## config.mk

```make
export PLATFORM = sky130hd
export DESIGN_NAME = morse_sequencer
export DESIGN_NICKNAME = d
export VERILOG_FILES = /design/src/rtl/morse_sequencer.sv
export SDC_FILE = /design/constraint.sdc
export NUM_CORES = 1
export LEC_CHECK = 0
export ABC_AREA = 1
export ABC_CLOCK_PERIOD_IN_PS = 12100
export CAP_MARGIN = 20
export CORE_UTILIZATION = 59
export CTS_CLUSTER_SIZE = 30
export DETAILED_ROUTE_END_ITERATION = 12
export PLACE_DENSITY = 0.92
export SLEW_MARGIN = 20
export SYNTH_ARGS = -nofsm -noshare
export SYNTH_HDL_FRONTEND = slang
export SYNTH_SLANG_ARGS = --single-unit
```

## constraint.sdc

```tcl
create_clock -name clk -period 12.1 [get_ports clk]
set_input_delay 1.21 -clock clk [delete_from_list [all_inputs] [get_ports clk]]
set_output_delay 1.21 -clock clk [all_outputs]
set_load 0.02 [all_outputs]
```

## src/rtl/morse_sequencer.sv

```systemverilog
`timescale 1ns/1ps
// morse_sequencer
//
// Plays the 8-slot Morse pattern from the digit encoder on the buzzer pin.
// A rising edge on sound_begin latches the 144-bit code into a shadow
// register. The block then walks the slots one Morse unit at a time.
// Each unit drives either a square-wave tone or silence on beep.
//
// Ports:
//   clk          - system clock
//   rst          - asynchronous active-high reset
//   code         - eight 18-bit slots; slot k is code[143-18k -: 18].
//                  Only bits [13:0] of a slot are used, played MSB first.
//   switches     - tone select. The highest set bit picks the pitch.
//                  All zeros mutes the tone.
//   speed_adjust - 1 selects half-length (fast) units
//   sound_begin  - start request (rising edge)
//   beep         - registered buzzer drive
//   playing      - registered, high while the sequencer is not idle
//
// Optional feature:
//   MORSE_REPEAT_EN - loop the latched pattern forever. Another start edge
//                     finishes the current unit and then stops.
module morse_sequencer #(
  parameter int unsigned UNIT_CYCLES = 25_000_000,
  parameter int unsigned TONE_HALF   = 50_000,
  parameter int unsigned TONE_STEP   = 5_000,
  parameter int unsigned GAP_UNITS   = 3
) (
  input  logic         clk,
  input  logic         rst,
  input  logic [143:0] code,
  input  logic [8:0]   switches,
  input  logic         speed_adjust,
  input  logic         sound_begin,
  output logic         beep,
  output logic         playing
);

  typedef enum logic [2:0] {S_IDLE, S_SCAN, S_UNIT, S_GAP, S_END} state_t;

  state_t      state, state_next;
  logic        sb_q;
  logic [13:0] pat_q [8];
  logic [2:0]  slot;
  logic [3:0]  bit_idx;
  logic [31:0] unit_cnt;
  logic [31:0] unit_len_q;
  logic [31:0] gap_cnt;
  logic [31:0] tone_cnt;
  logic [31:0] half_q;
  logic        tone_q;

  logic        start;
  logic        stop;
  logic [13:0] slot_pat;
  logic        cur_bit;
  logic        last_slot;
  logic [3:0]  sw_idx;
  logic [31:0] half_now, half_eff;
  logic [31:0] ulen_now, ulen_eff;
  logic        audible_now, audible_eff;
  logic        unit_first, unit_last;

  // The slot bits [17:14] carry nothing for this block.
  logic unused_code_bits;
  assign unused_code_bits = ^{code[143:140], code[125:122], code[107:104], code[89:86],
                              code[71:68], code[53:50], code[35:32], code[17:14]};

  assign start     = sound_begin & ~sb_q;
  assign slot_pat  = pat_q[slot];
  assign cur_bit   = slot_pat[bit_idx];
  assign last_slot = (slot == 3'd7);

  // Highest set switch wins; a later (higher) index overrides lower ones.
  always_comb begin
    sw_idx = 4'd0;
    for (int i = 0; i < 9; i++) begin
      if (switches[i]) sw_idx = 4'(i);
    end
  end

  assign half_now    = 32'(TONE_HALF) + 32'(sw_idx) * 32'(TONE_STEP);
  assign ulen_now    = speed_adjust ? 32'(UNIT_CYCLES >> 1) : 32'(UNIT_CYCLES);
  assign audible_now = cur_bit & (|switches);

  // Length, pitch and mute are sampled on a unit's first cycle and held in
  // registers for the remainder. The live values are used on that first cycle.
  assign unit_first  = (unit_cnt == 32'd0);
  assign ulen_eff    = unit_first ? ulen_now : unit_len_q;
  assign half_eff    = unit_first ? half_now : half_q;
  assign audible_eff = unit_first ? audible_now : tone_q;
  // The >= form also treats a zero-length unit as one cycle.
  assign unit_last   = (unit_cnt + 32'd1 >= ulen_eff);

`ifdef MORSE_REPEAT_EN
  logic stop_q;

  // A start edge during play is remembered until the block is back in IDLE.
  always_ff @(posedge clk or posedge rst) begin
    if (rst) begin
      stop_q <= 1'b0;
    end else if (state == S_IDLE) begin
      stop_q <= 1'b0;
    end else if (start) begin
      stop_q <= 1'b1;
    end
  end

  assign stop = stop_q | (start & (state != S_IDLE));
`else
  assign stop = 1'b0;
`endif

  always_ff @(posedge clk or posedge rst) begin
    if (rst) state <= S_IDLE;
    else     state <= state_next;
  end

  always_comb begin
    state_next = state;
    case (state)
      S_IDLE: begin
        if (start) state_next = S_SCAN;
      end
      S_SCAN: begin
        if (stop)                state_next = S_END;
        else if (slot_pat != '0) state_next = S_UNIT;
        else if (last_slot)      state_next = S_END;
      end
      S_UNIT: begin
        if (unit_last) begin
          if (stop) begin
            state_next = S_END;
          end else if (bit_idx == 4'd0) begin
            if (GAP_UNITS == 0) state_next = last_slot ? S_END : S_SCAN;
            else                state_next = S_GAP;
          end
        end
      end
      S_GAP: begin
        if (unit_last) begin
          if (stop)                                   state_next = S_END;
          else if (gap_cnt == 32'(GAP_UNITS - 1))     state_next = last_slot ? S_END : S_SCAN;
        end
      end
      S_END: begin
`ifdef MORSE_REPEAT_EN
        state_next = stop ? S_IDLE : S_SCAN;
`else
        state_next = S_IDLE;
`endif
      end
      default: state_next = S_IDLE;
    endcase
  end

  // beep defaults to 0 every cycle. Only a running tone unit keeps it or
  // toggles it. That gives the forced 0 after each unit and in every other state.
  always_ff @(posedge clk or posedge rst) begin
    if (rst) begin
      sb_q       <= 1'b0;
      playing    <= 1'b0;
      beep       <= 1'b0;
      slot       <= '0;
      bit_idx    <= '0;
      unit_cnt   <= '0;
      unit_len_q <= '0;
      gap_cnt    <= '0;
      tone_cnt   <= '0;
      half_q     <= '0;
      tone_q     <= 1'b0;
      for (int k = 0; k < 8; k++) pat_q[k] <= '0;
    end else begin
      sb_q    <= sound_begin;
      playing <= (state_next != S_IDLE);
      beep    <= 1'b0;

      if (state == S_IDLE && start) begin
        for (int k = 0; k < 8; k++) pat_q[k] <= code[139 - 18*k -: 14];
      end

      if (state_next == S_SCAN) begin
        slot <= (state == S_IDLE || state == S_END) ? 3'd0 : slot + 3'd1;
      end

      case (state)
        S_SCAN: begin
          bit_idx  <= 4'd13;
          unit_cnt <= '0;
          tone_cnt <= '0;
        end
        S_UNIT, S_GAP: begin
          if (unit_first) begin
            unit_len_q <= ulen_now;
            half_q     <= half_now;
            tone_q     <= audible_now;
          end
          if (unit_last) begin
            unit_cnt <= '0;
            tone_cnt <= '0;
            if (state == S_UNIT) begin
              bit_idx <= bit_idx - 4'd1;
              gap_cnt <= '0;
            end else begin
              gap_cnt <= gap_cnt + 32'd1;
            end
          end else begin
            unit_cnt <= unit_cnt + 32'd1;
            if (state == S_UNIT && audible_eff) begin
              if (tone_cnt + 32'd1 >= half_eff) begin
                beep     <= ~beep;
                tone_cnt <= '0;
              end else begin
                beep     <= beep;
                tone_cnt <= tone_cnt + 32'd1;
              end
            end
          end
        end
        default: ;
      endcase
    end
  end

endmodule

```

==> impl_metrics.env, run 1 <==
export IMPL_dpl_cell_area_sq_mm=0.0184
export IMPL_worst_slack_ns=5.43
export IMPL_wl_per_cell_um=17.1
export IMPL_rr_endpoint="gap_cnt[22]$_DFFE_PP0P_"
export IMPL_design_die_area_sq_mm=0.0296
export IMPL_post_place_ws_ns=5.13
export IMPL_ant_nets=0
export IMPL_drive_gt1_frac=0.0649
export IMPL_hp_class="reg -> reg"
export IMPL_r2r_slack_ns=6.95
export IMPL_dr_pass1_iters=8
export IMPL_area_growth_pct=14.7
export IMPL_antenna_found_initial=0
export IMPL_min_path_cells=1
export IMPL_critPathCaptureType="flip-flop"
export IMPL_drtIter0Drc=1581
export IMPL_maxCapViolations=0
export IMPL_dieHeight_um=172
export IMPL_clk_latency_ns=0.59
export IMPL_grt_pass1_wl_mm=73.7
export IMPL_via_per_inst=5.89
export IMPL_syn_inst=2203
export IMPL_powerDensity_mw_per_mm2=108
export IMPL_synth_nets=2443
export IMPL_slew_viol_final=0
export IMPL_cp_arrival_ns=7.19
export IMPL_final_common_cell="nand2_1"
export IMPL_grtUsageTotal=0.312
export IMPL_postCtsSetupBuffers=0
export IMPL_required_ns=12.62
export IMPL_tightestPinTransition_ns=0.950
export IMPL_post_route_period_util=0.551
export IMPL_grt_overflow=0
export IMPL_cts_resized=0
export IMPL_ys_seq_elements=286
export IMPL_max_freq_mhz=150
export IMPL_startpoint="switches[2]"
export IMPL_clk_pin_slew_worst_paths_ns=0.06
export IMPL_p_leak_nw=9.72
export IMPL_ys_types=50
export IMPL_final_fill_count=2119
export IMPL_gp_congestion=0.956
export IMPL_ys_flop_type="dfrtp_1"
export IMPL_cts_sink_count=286
export IMPL_nNetsFinal=2528
export IMPL_rsz0062_at_grt="false"
export IMPL_cts_root_buf="clkbuf_16"
export IMPL_crit_path_max_fanout=21
export IMPL_grt_use_met2=0.533
export IMPL_crit_path_start_kind="primary input"
export IMPL_cpPeakStageDelay_ns=0.74
export IMPL_synth_cell_area_sq_mm=0.0170
export IMPL_async_flop_share=1.00
export IMPL_slew_headroom=0.367
export IMPL_fin_total_pwr_mw=2.12
export IMPL_drc=0
export IMPL_clockBufferDepth=3
export IMPL_setup_violations=0
export IMPL_ios=159
export IMPL_top_usage_layer="met2"
export IMPL_design_area_sq_mm=0.0195
export IMPL_grt_max_degree=134
export IMPL_cts_hold_buf=0
export IMPL_path_class="in -> reg"
export IMPL_status="finished, final reports clean"
export IMPL_period_minus_slack_ns=6.67
export IMPL_tritoncts="built"
export IMPL_grt_pass1_vias=15300
export IMPL_start_util=0.607
export IMPL_met3_usage=0.0407
export IMPL_diodes=0
export IMPL_synth_edf_count=0
export IMPL_cts_max_level=1
export IMPL_grt_use_met1=0.387
export IMPL_fin_worst_skew_ns=0.0151
export IMPL_utilization=0.696
export IMPL_core_sq_mm=0.0281
export IMPL_ff2ff_path_depth=22
export IMPL_totalWireLength_mm=45.9
export IMPL_syn_avg_cell_area_sq_um=7.73
export IMPL_die_w_um=172
export IMPL_hold_start="unit_len_q[18]$_DFFE_PP0N_"
export IMPL_numCtsBuffers=31
export IMPL_yosysSeqAreaShare=0.420
export IMPL_r2r_start="unit_cnt[14]$_DFFE_PP0P_"
export IMPL_port_buffers=126
export IMPL_setup_tns_ns=0
export IMPL_cp_common_cell="nand2_1"
export IMPL_finalHoldViolCount=0
export IMPL_synth_warnings=0
export IMPL_rows=61
export IMPL_min_to="unit_len_q[18]$_DFFE_PP0N_"
export IMPL_crit_slowest_cell="inv_1"
export IMPL_place_hpwl_mm=31.2
export IMPL_layout_common_cells="nand2_1, nor2_1, dfrtp_1"
export IMPL_vdd_drop_max_v=0.000108
export IMPL_vias=15900
-- critical path, delay by kind of cell --
family          cells  cell delay (ns)
xor+xnor            2             0.35
simple gates       14             1.97
fa+ha+maj           5             1.48
buf+inv             5             1.42
compound gates      5             0.76
-- power by group --
part | internal, mW | switching, mW | total [mW] | leakage (nW)
logic | 0.0647 | 0.0745 | 0.139 | 5.77
registers | 0.969 | 0.00568 | 0.974 | 3.41
clock network | 0.597 | 0.406 | 1.00 | 0.538
-- worst max-delay path by stage --
| stage | endpoint | cells after the start |
|---|---|---|
| 5_1_grt | tone_cnt[5]$_DFFE_PP0P_ | 31 |
| 4_1_cts | tone_cnt[5]$_DFFE_PP0P_ | 31 |
| 2_1_floorplan | beep$_DFFE_PP0P_ | 1 |
| 3_5_place_dp | tone_cnt[17]$_DFFE_PP0P_ | 31 |
| 3_3_place_gp | tone_cnt[3]$_DFFE_PP0P_ | 31 |
| 6_report | tone_cnt[5]$_DFFE_PP0P_ | 31 |
-- metrics by stage --
stage	cells	hold WS [ns]
after global routing	2690	0.485
after floorplan	2203	0.440
final	2690	0.467
after global placement	2633	0.453
after CTS	2690	0.476
after detailed placement	2633	0.455
-- registers in the layout, indices dropped and copies added, names as in the netlist, 3 cells and up --
| register | count |
|---|---|
| bit_idx | 4 |
| pat_q | 112 |
| slot | 3 |
| state | 3 |
| unit_len_q | 32 |
| gap_cnt | 32 |
| unit_cnt | 32 |
| half_q | 32 |
| tone_cnt | 32 |
-- metal layers --
| layer | vias up | routed length (um) |
|---|---|---|
| met5 | - | 0 |
| met4 | 0 | 2470 |
| met3 | 188 | 3530 |
| met2 | 832 | 21900 |
| met1 | 7484 | 18000 |
| li1 | 7351 | - |
-- area by class of cell --
| type | count | area, sq um | area share |
|---|---|---|---|
| sequential | 286 | 7160 | 0.366 |
| clock inverter | 11 | 154 | 0.00788 |
| inverter | 286 | 1080 | 0.0555 |
| tap | 378 | 473 | 0.0242 |
| timing repair buffer | 138 | 1360 | 0.0694 |
| multi-input combinational | 1545 | 8380 | 0.429 |
| clock buffer | 46 | 932 | 0.0477 |
-- cell usage after synthesis, types with 31 or more instances --
master	instances	share of area
mux2_2	42	0.028
xor2_1	63	0.032
nand2_1	440	0.097
inv_1	278	0.061
a21oi_1	147	0.043
ha_1	82	0.060
dfrtp_1	286	0.42
nor3_1	43	0.013
nand4_1	56	0.021
o21ai_0	74	0.022
nor2_1	294	0.065
nor4_1	31	0.011
nand3_1	147	0.043
clkbuf_1	42	0.0093
-- cell families (layout without fill, tap and decap cells) --
kind of cell | after synthesis | in the layout | share of synthesized area
compound gates | 286 | 286 | 0.0911
xor+xnor | 80 | 80 | 0.0411
mux | 43 | 43 | 0.0283
fa+ha+maj | 83 | 83 | 0.0614
simple gates | 1053 | 1053 | 0.269
buf+inv | 372 | 481 | 0.0889
flops | 286 | 286 | 0.420
Power figures use the tool's default switching activity.
==> run 2: changes to the inputs <==
--- a/config.mk
+++ b/config.mk
@@ -6,7 +6,7 @@
 export NUM_CORES = 1
 export LEC_CHECK = 0
 export ABC_AREA = 1
-export ABC_CLOCK_PERIOD_IN_PS = 12100
+export ABC_CLOCK_PERIOD_IN_PS = 6600
 export CAP_MARGIN = 20
 export CORE_UTILIZATION = 59
 export CTS_CLUSTER_SIZE = 30
==> constraint.sdc (replaced) <==
create_clock -name clk -period 6.6 [get_ports clk]
set_input_delay 0.66 -clock clk [delete_from_list [all_inputs] [get_ports clk]]
set_output_delay 0.66 -clock clk [all_outputs]
set_load 0.02 [all_outputs]
==> impl_metrics.env, run 2 (synthesis results as in run 1) <==
export IMPL_port_buffers=126
export IMPL_dr_pass1_iters=6
export IMPL_crit_slowest_cell="nand2_1"
export IMPL_crit_family="simple AND/OR/NAND/NOR gates"
export IMPL_slew_headroom=0.353
export IMPL_p_leak_nw=9.73
export IMPL_nNetsFinal=2530
export IMPL_worstPathCellList="inv_1 > ha_1 > nand4_1 > nor4_1 > nand2_1 > nand2_1 > ha_1 > nand2_1 > nor2_1 > nand4_1 > nor4_2 > nand3_1 > nand4_1 > buf_4 > nand3_1 > o21ai_0 > nand3_1"
export IMPL_rsz0062_at_grt="false"
export IMPL_period_minus_slack_ns=5.29
export IMPL_utilization=0.696
export IMPL_grt_pass1_wl_mm=74.4
export IMPL_antenna_found_initial=0
export IMPL_hp_class="reg -> reg"
export IMPL_start_util=0.607
export IMPL_tightestPinTransition_ns=0.967
export IMPL_drtIter0Drc=1383
export IMPL_required_ns=7.05
export IMPL_clockBufferDepth=3
export IMPL_core_sq_mm=0.0281
export IMPL_rows=61
export IMPL_drc=0
export IMPL_gp_congestion=0.965
export IMPL_cts_max_level=1
export IMPL_ant_nets=0
export IMPL_setup_violations=0
export IMPL_postCtsSetupBuffers=0
export IMPL_regMostFlops="pat_q"
export IMPL_clk_latency_ns=0.58
export IMPL_grtUsageTotal=0.313
export IMPL_crit_path_max_fanout=56
export IMPL_maxCapViolations=0
export IMPL_critPathBufInv=2
export IMPL_cts_hold_buf=0
export IMPL_cts_sink_count=286
export IMPL_cts_root_buf="clkbuf_16"
export IMPL_post_route_period_util=0.802
export IMPL_tritoncts="built"
export IMPL_drive_gt1_frac=0.0657
export IMPL_max_freq_mhz=189
export IMPL_path_class="reg -> reg"
export IMPL_largest_reg_flops=112
export IMPL_fin_worst_skew_ns=0.0218
export IMPL_setup_tns_ns=0
export IMPL_grt_pass1_vias=15600
export IMPL_area_growth_pct=14.7
export IMPL_dieHeight_um=172
export IMPL_design_die_area_sq_mm=0.0296
export IMPL_die_w_um=172
export IMPL_wl_per_cell_um=16.7
export IMPL_ios=159
export IMPL_slew_viol_final=0
export IMPL_place_hpwl_mm=31.6
export IMPL_final_common_cell="nand2_1"
export IMPL_diodes=0
export IMPL_grt_overflow=0
export IMPL_cts_resized=0
export IMPL_critPathCaptureType="flip-flop"
export IMPL_grt_max_degree=161
export IMPL_clk_pin_slew_worst_paths_ns=0.06
export IMPL_powerDensity_mw_per_mm2=197
export IMPL_cpPeakStageDelay_ns=0.71
export IMPL_cp_arrival_ns=5.74
export IMPL_r2r_slack_ns=1.31
export IMPL_layout_common_cells="nand2_1, nor2_1, dfrtp_1"
export IMPL_finalHoldViolCount=0
export IMPL_vias=15600
export IMPL_crit_path_start_kind="flip-flop"
export IMPL_totalWireLength_mm=45.0
export IMPL_via_per_inst=5.80
export IMPL_status="finished, final reports clean"
export IMPL_vdd_drop_max_v=0.000221
export IMPL_numCtsBuffers=30
[run 2: cell count changes in the layout (fill, tap and decap cells not counted), sizes merged]
cell    previous run  this run
bufinv             3         5
inv              287       284
clkinv             6        12
buf               12        15
clkbuf            46        40
[run 2: stage by stage]
stage               setup slack [ns]  cells  total power [mW]  cell area, sq um  hold WS [ns]
floorplan                       1.83   2203              1.95             17000         0.440
global placement                1.00   2636              2.06             18500         0.452
detailed placement             0.875   2636              2.07             18500         0.457
CTS                             1.42   2692              3.87             19500         0.471
global route                   0.936   2692              3.96             19500         0.495
finish                          1.31   2692              3.86             19500         0.468
[run 2: path summary, 6_finish.rpt]
kind | endpoint | cells after the start | startpoint
worst max register to register | bit_idx[3]$_DFFE_PP0P_ | 17 | unit_cnt[0]$_DFFE_PP0P_
worst min register to register | unit_len_q[19]$_DFFE_PP0N_ | 1 | unit_len_q[19]$_DFFE_PP0N_
worst max-delay path | bit_idx[3]$_DFFE_PP0P_ | 17 | unit_cnt[0]$_DFFE_PP0P_
worst min-delay path | unit_len_q[19]$_DFFE_PP0N_ | 1 | unit_len_q[19]$_DFFE_PP0N_
min in group asynchronous | pat_q[58]$_DFFE_PP0P_ | 2 | rst
max in group asynchronous | slot[0]$_DFFE_PP0N_ | 3 | rst
[run 2: area by class of cell]
type                            instances  area (sq um)
Clock buffer                           40           838
Clock inverter                         16           216
Fill cell                            2165          8540
Inverter                              286          1080
Multi-Input combinational cell       1545          8380
Sequential cell                       286          7160
Tap cell                              378           473
Timing Repair Buffer                  141          1400
[run 2: routing by layer]
layer	vias up	wire length (um)	global-route usage
li1	7356	-	-
met5	-	0	0
met4	0	2110	0.153
met2	690	21600	0.530
met1	7403	18400	0.396
met3	155	2860	0.0403
[run 2: power breakdown]
group / internal, mW / total (mW) / switching (mW)
registers: 1.78 / 1.79 / 0.00986
logic: 0.119 / 0.254 / 0.135
clock network: 1.09 / 1.82 / 0.732
[run 2: worst register-to-register path: cells and delay by family, from the launching register on]
kind | cells | cell delay [ns]
adder cells (fa/ha/maj) | 2 | 0.41
buffers and inverters | 2 | 0.76
AND/OR/NAND/NOR | 12 | 3.33
AO/OA/AOI/OAI | 1 | 0.26
flip-flops | 1 | 0.41
==> run 3: changes to the inputs <==
--- a/config.mk
+++ b/config.mk
@@ -6,12 +6,12 @@
 export NUM_CORES = 1
 export LEC_CHECK = 0
 export ABC_AREA = 1
-export ABC_CLOCK_PERIOD_IN_PS = 6600
+export ABC_CLOCK_PERIOD_IN_PS = 4840
 export CAP_MARGIN = 20
-export CORE_UTILIZATION = 59
+export CORE_UTILIZATION = 53
 export CTS_CLUSTER_SIZE = 30
 export DETAILED_ROUTE_END_ITERATION = 12
-export PLACE_DENSITY = 0.92
+export PLACE_DENSITY = 0.88
 export SLEW_MARGIN = 20
 export SYNTH_ARGS = -nofsm -noshare
 export SYNTH_HDL_FRONTEND = slang
==> constraint.sdc (replaced) <==
create_clock -name clk -period 4.84 [get_ports clk]
set_input_delay 0.484 -clock clk [delete_from_list [all_inputs] [get_ports clk]]
set_output_delay 0.484 -clock clk [all_outputs]
set_load 0.02 [all_outputs]
==> impl_metrics.env, run 3 (synthesis results as in run 1) <==
export IMPL_die_w_um=181
export IMPL_crit_path_start_kind="flip-flop"
export IMPL_dieHeight_um=181
export IMPL_antenna_found_initial=0
export IMPL_hp_class="in -> async"
export IMPL_cp_arrival_ns=5.06
export IMPL_port_buffers=126
export IMPL_maxCapViolations=0
export IMPL_drc=0
export IMPL_cp_common_cell="nand2_1"
export IMPL_gp_congestion=0.910
export IMPL_max_freq_mhz=216
export IMPL_startpoint="unit_cnt[0]$_DFFE_PP0P_"
export IMPL_cts_sink_count=286
export IMPL_grt_max_degree=184
export IMPL_ios=159
export IMPL_required_ns=5.26
export IMPL_critPathBufInv=4
export IMPL_design_area_sq_mm=0.0200
export IMPL_status="finished, final reports clean"
export IMPL_cts_hold_buf=0
export IMPL_worst_slack_ns=0.201
export IMPL_via_per_inst=5.65
export IMPL_nNetsFinal=2565
export IMPL_path_class="reg -> reg"
export IMPL_utilization=0.635
export IMPL_tritoncts="built"
export IMPL_crit_slowest_cell="nor4_1"
export IMPL_rr_endpoint="gap_cnt[19]$_DFFE_PP0P_"
export IMPL_met3_usage=0.0417
export IMPL_core_sq_mm=0.0316
export IMPL_regMostFlops="pat_q"
export IMPL_rsz0062_at_grt="true"
export IMPL_grt_use_met2=0.462
export IMPL_critPathCaptureType="flip-flop"
export IMPL_postCtsSetupBuffers=0
export IMPL_vias=15600
export IMPL_crit_family="simple AND/OR/NAND/NOR gates"
export IMPL_r2r_slack_ns=0.20
export IMPL_slew_headroom=0.388
export IMPL_p_leak_nw=9.95
export IMPL_design_die_area_sq_mm=0.0329
export IMPL_tightestPinTransition_ns=0.915
export IMPL_r2r_start="unit_cnt[0]$_DFFE_PP0P_"
export IMPL_grtUsageTotal=0.277
export IMPL_place_hpwl_mm=31.6
export IMPL_vdd_drop_max_v=0.000220
export IMPL_grt_pass1_wl_mm=74.4
export IMPL_crit_path_max_fanout=29
export IMPL_worstPathCellList="inv_1 > ha_1 > nand4_1 > nor4_1 > nand2_1 > buf_4 > nand2_1 > ha_1 > nand2_1 > inv_1 > o21ai_0 > nand2_1 > a21oi_1 > o21a_1 > nand3_2 > nand2_1 > buf_4 > nor2_1 > or2_2 > nand2_1 > nor2_1"
export IMPL_drtIter0Drc=1157
export IMPL_grt_pass1_vias=15400
export IMPL_cts_max_level=2
export IMPL_numCtsBuffers=34
export IMPL_finalHoldViolCount=0
export IMPL_final_fill_count=2534
export IMPL_dpl_cell_area_sq_mm=0.0188
export IMPL_clk_pin_slew_worst_paths_ns=0.06
export IMPL_slew_viol_final=0
export IMPL_seq_area_sq_mm=0.00716
export IMPL_post_route_period_util=0.959
export IMPL_multiInputGateArea_sq_mm=0.00846
export IMPL_largest_reg_flops=112
export IMPL_grt_overflow=0
export IMPL_totalWireLength_mm=44.8
export IMPL_wl_per_cell_um=16.3
export IMPL_top_usage_layer="met2"
export IMPL_powerDensity_mw_per_mm2=272
export IMPL_area_growth_pct=17.6
export IMPL_layout_common_cells="nand2_1, nor2_1, dfrtp_1"
export IMPL_clk_latency_ns=0.54
export IMPL_final_common_cell="nand2_1"
export IMPL_rows=65
export IMPL_dr_pass1_iters=5
export IMPL_critical_path_depth=21
export IMPL_cpPeakStageDelay_ns=0.60
export IMPL_fin_worst_skew_ns=0.0248
export IMPL_start_util=0.540
export IMPL_period_minus_slack_ns=4.64
export IMPL_diodes=0
export IMPL_post_place_ws_ns=-0.474
export IMPL_setup_violations=0
export IMPL_clockBufferDepth=3
export IMPL_grt_use_met1=0.356
export IMPL_drive_gt1_frac=0.0881
export IMPL_ant_nets=0
export IMPL_ff2ff_path_depth=21
export IMPL_cts_resized=0
export IMPL_cts_root_buf="clkbuf_16"
-- run 3: metal layers --
metal,part of all wire,vias to the layer above
li1,-,7426
met1,0.41,7350
met2,0.48,632
met3,0.066,142
met4,0.042,0
met5,0,-
-- run 3: layout make-up --
cell class / count / share of cell area
Clock buffer: 41 / 0.0468
Clock inverter: 20 / 0.0106
Inverter: 286 / 0.0540
Multi-Input combinational cell: 1545 / 0.422
Sequential cell: 286 / 0.357
Tap cell: 402 / 0.0251
Timing Repair Buffer: 172 / 0.0842
-- run 3: per-stage QoR --
step	TNS, ns	hold WS (ns)	total power [mW]	cells
finish	0	0.289	5.44	2752
detailed placement	-13.89	0.456	2.84	2690
global placement	-7.54	0.454	2.83	2690
global route	-0.0275	0.314	5.60	2752
CTS	0	0.297	5.47	2751
floorplan	0	0.440	2.66	2203
-- run 3: how the worst max path moves through the flow --
stage,endpoint,slack [ns]
after floorplan,tone_cnt[19]$_DFFE_PP0P_,0.25
after global placement,tone_cnt[18]$_DFFE_PP0P_,-0.27
after detailed placement,tone_cnt[19]$_DFFE_PP0P_,-0.47
after CTS,tone_cnt[4]$_DFFE_PP0P_,0.02
after global routing,tone_cnt[4]$_DFFE_PP0P_,-0.02
final,gap_cnt[19]$_DFFE_PP0P_,0.20
-- run 3: worst reg2reg max path, delay by kind of cell, from the launching register on --
family,cells,cell delay (ns)
adder cells (fa/ha/maj),2,0.47
AO/OA/AOI/OAI,3,0.49
AND/OR/NAND/NOR,12,2.23
flip-flops,1,0.41
buffers and inverters,4,0.90
-- run 3: power breakdown --
part | switching, mW | internal, mW | total, mW
combinational | 0.189 | 0.187 | 0.377
sequential | 0.0125 | 2.42 | 2.43
clock | 1.08 | 1.55 | 2.63
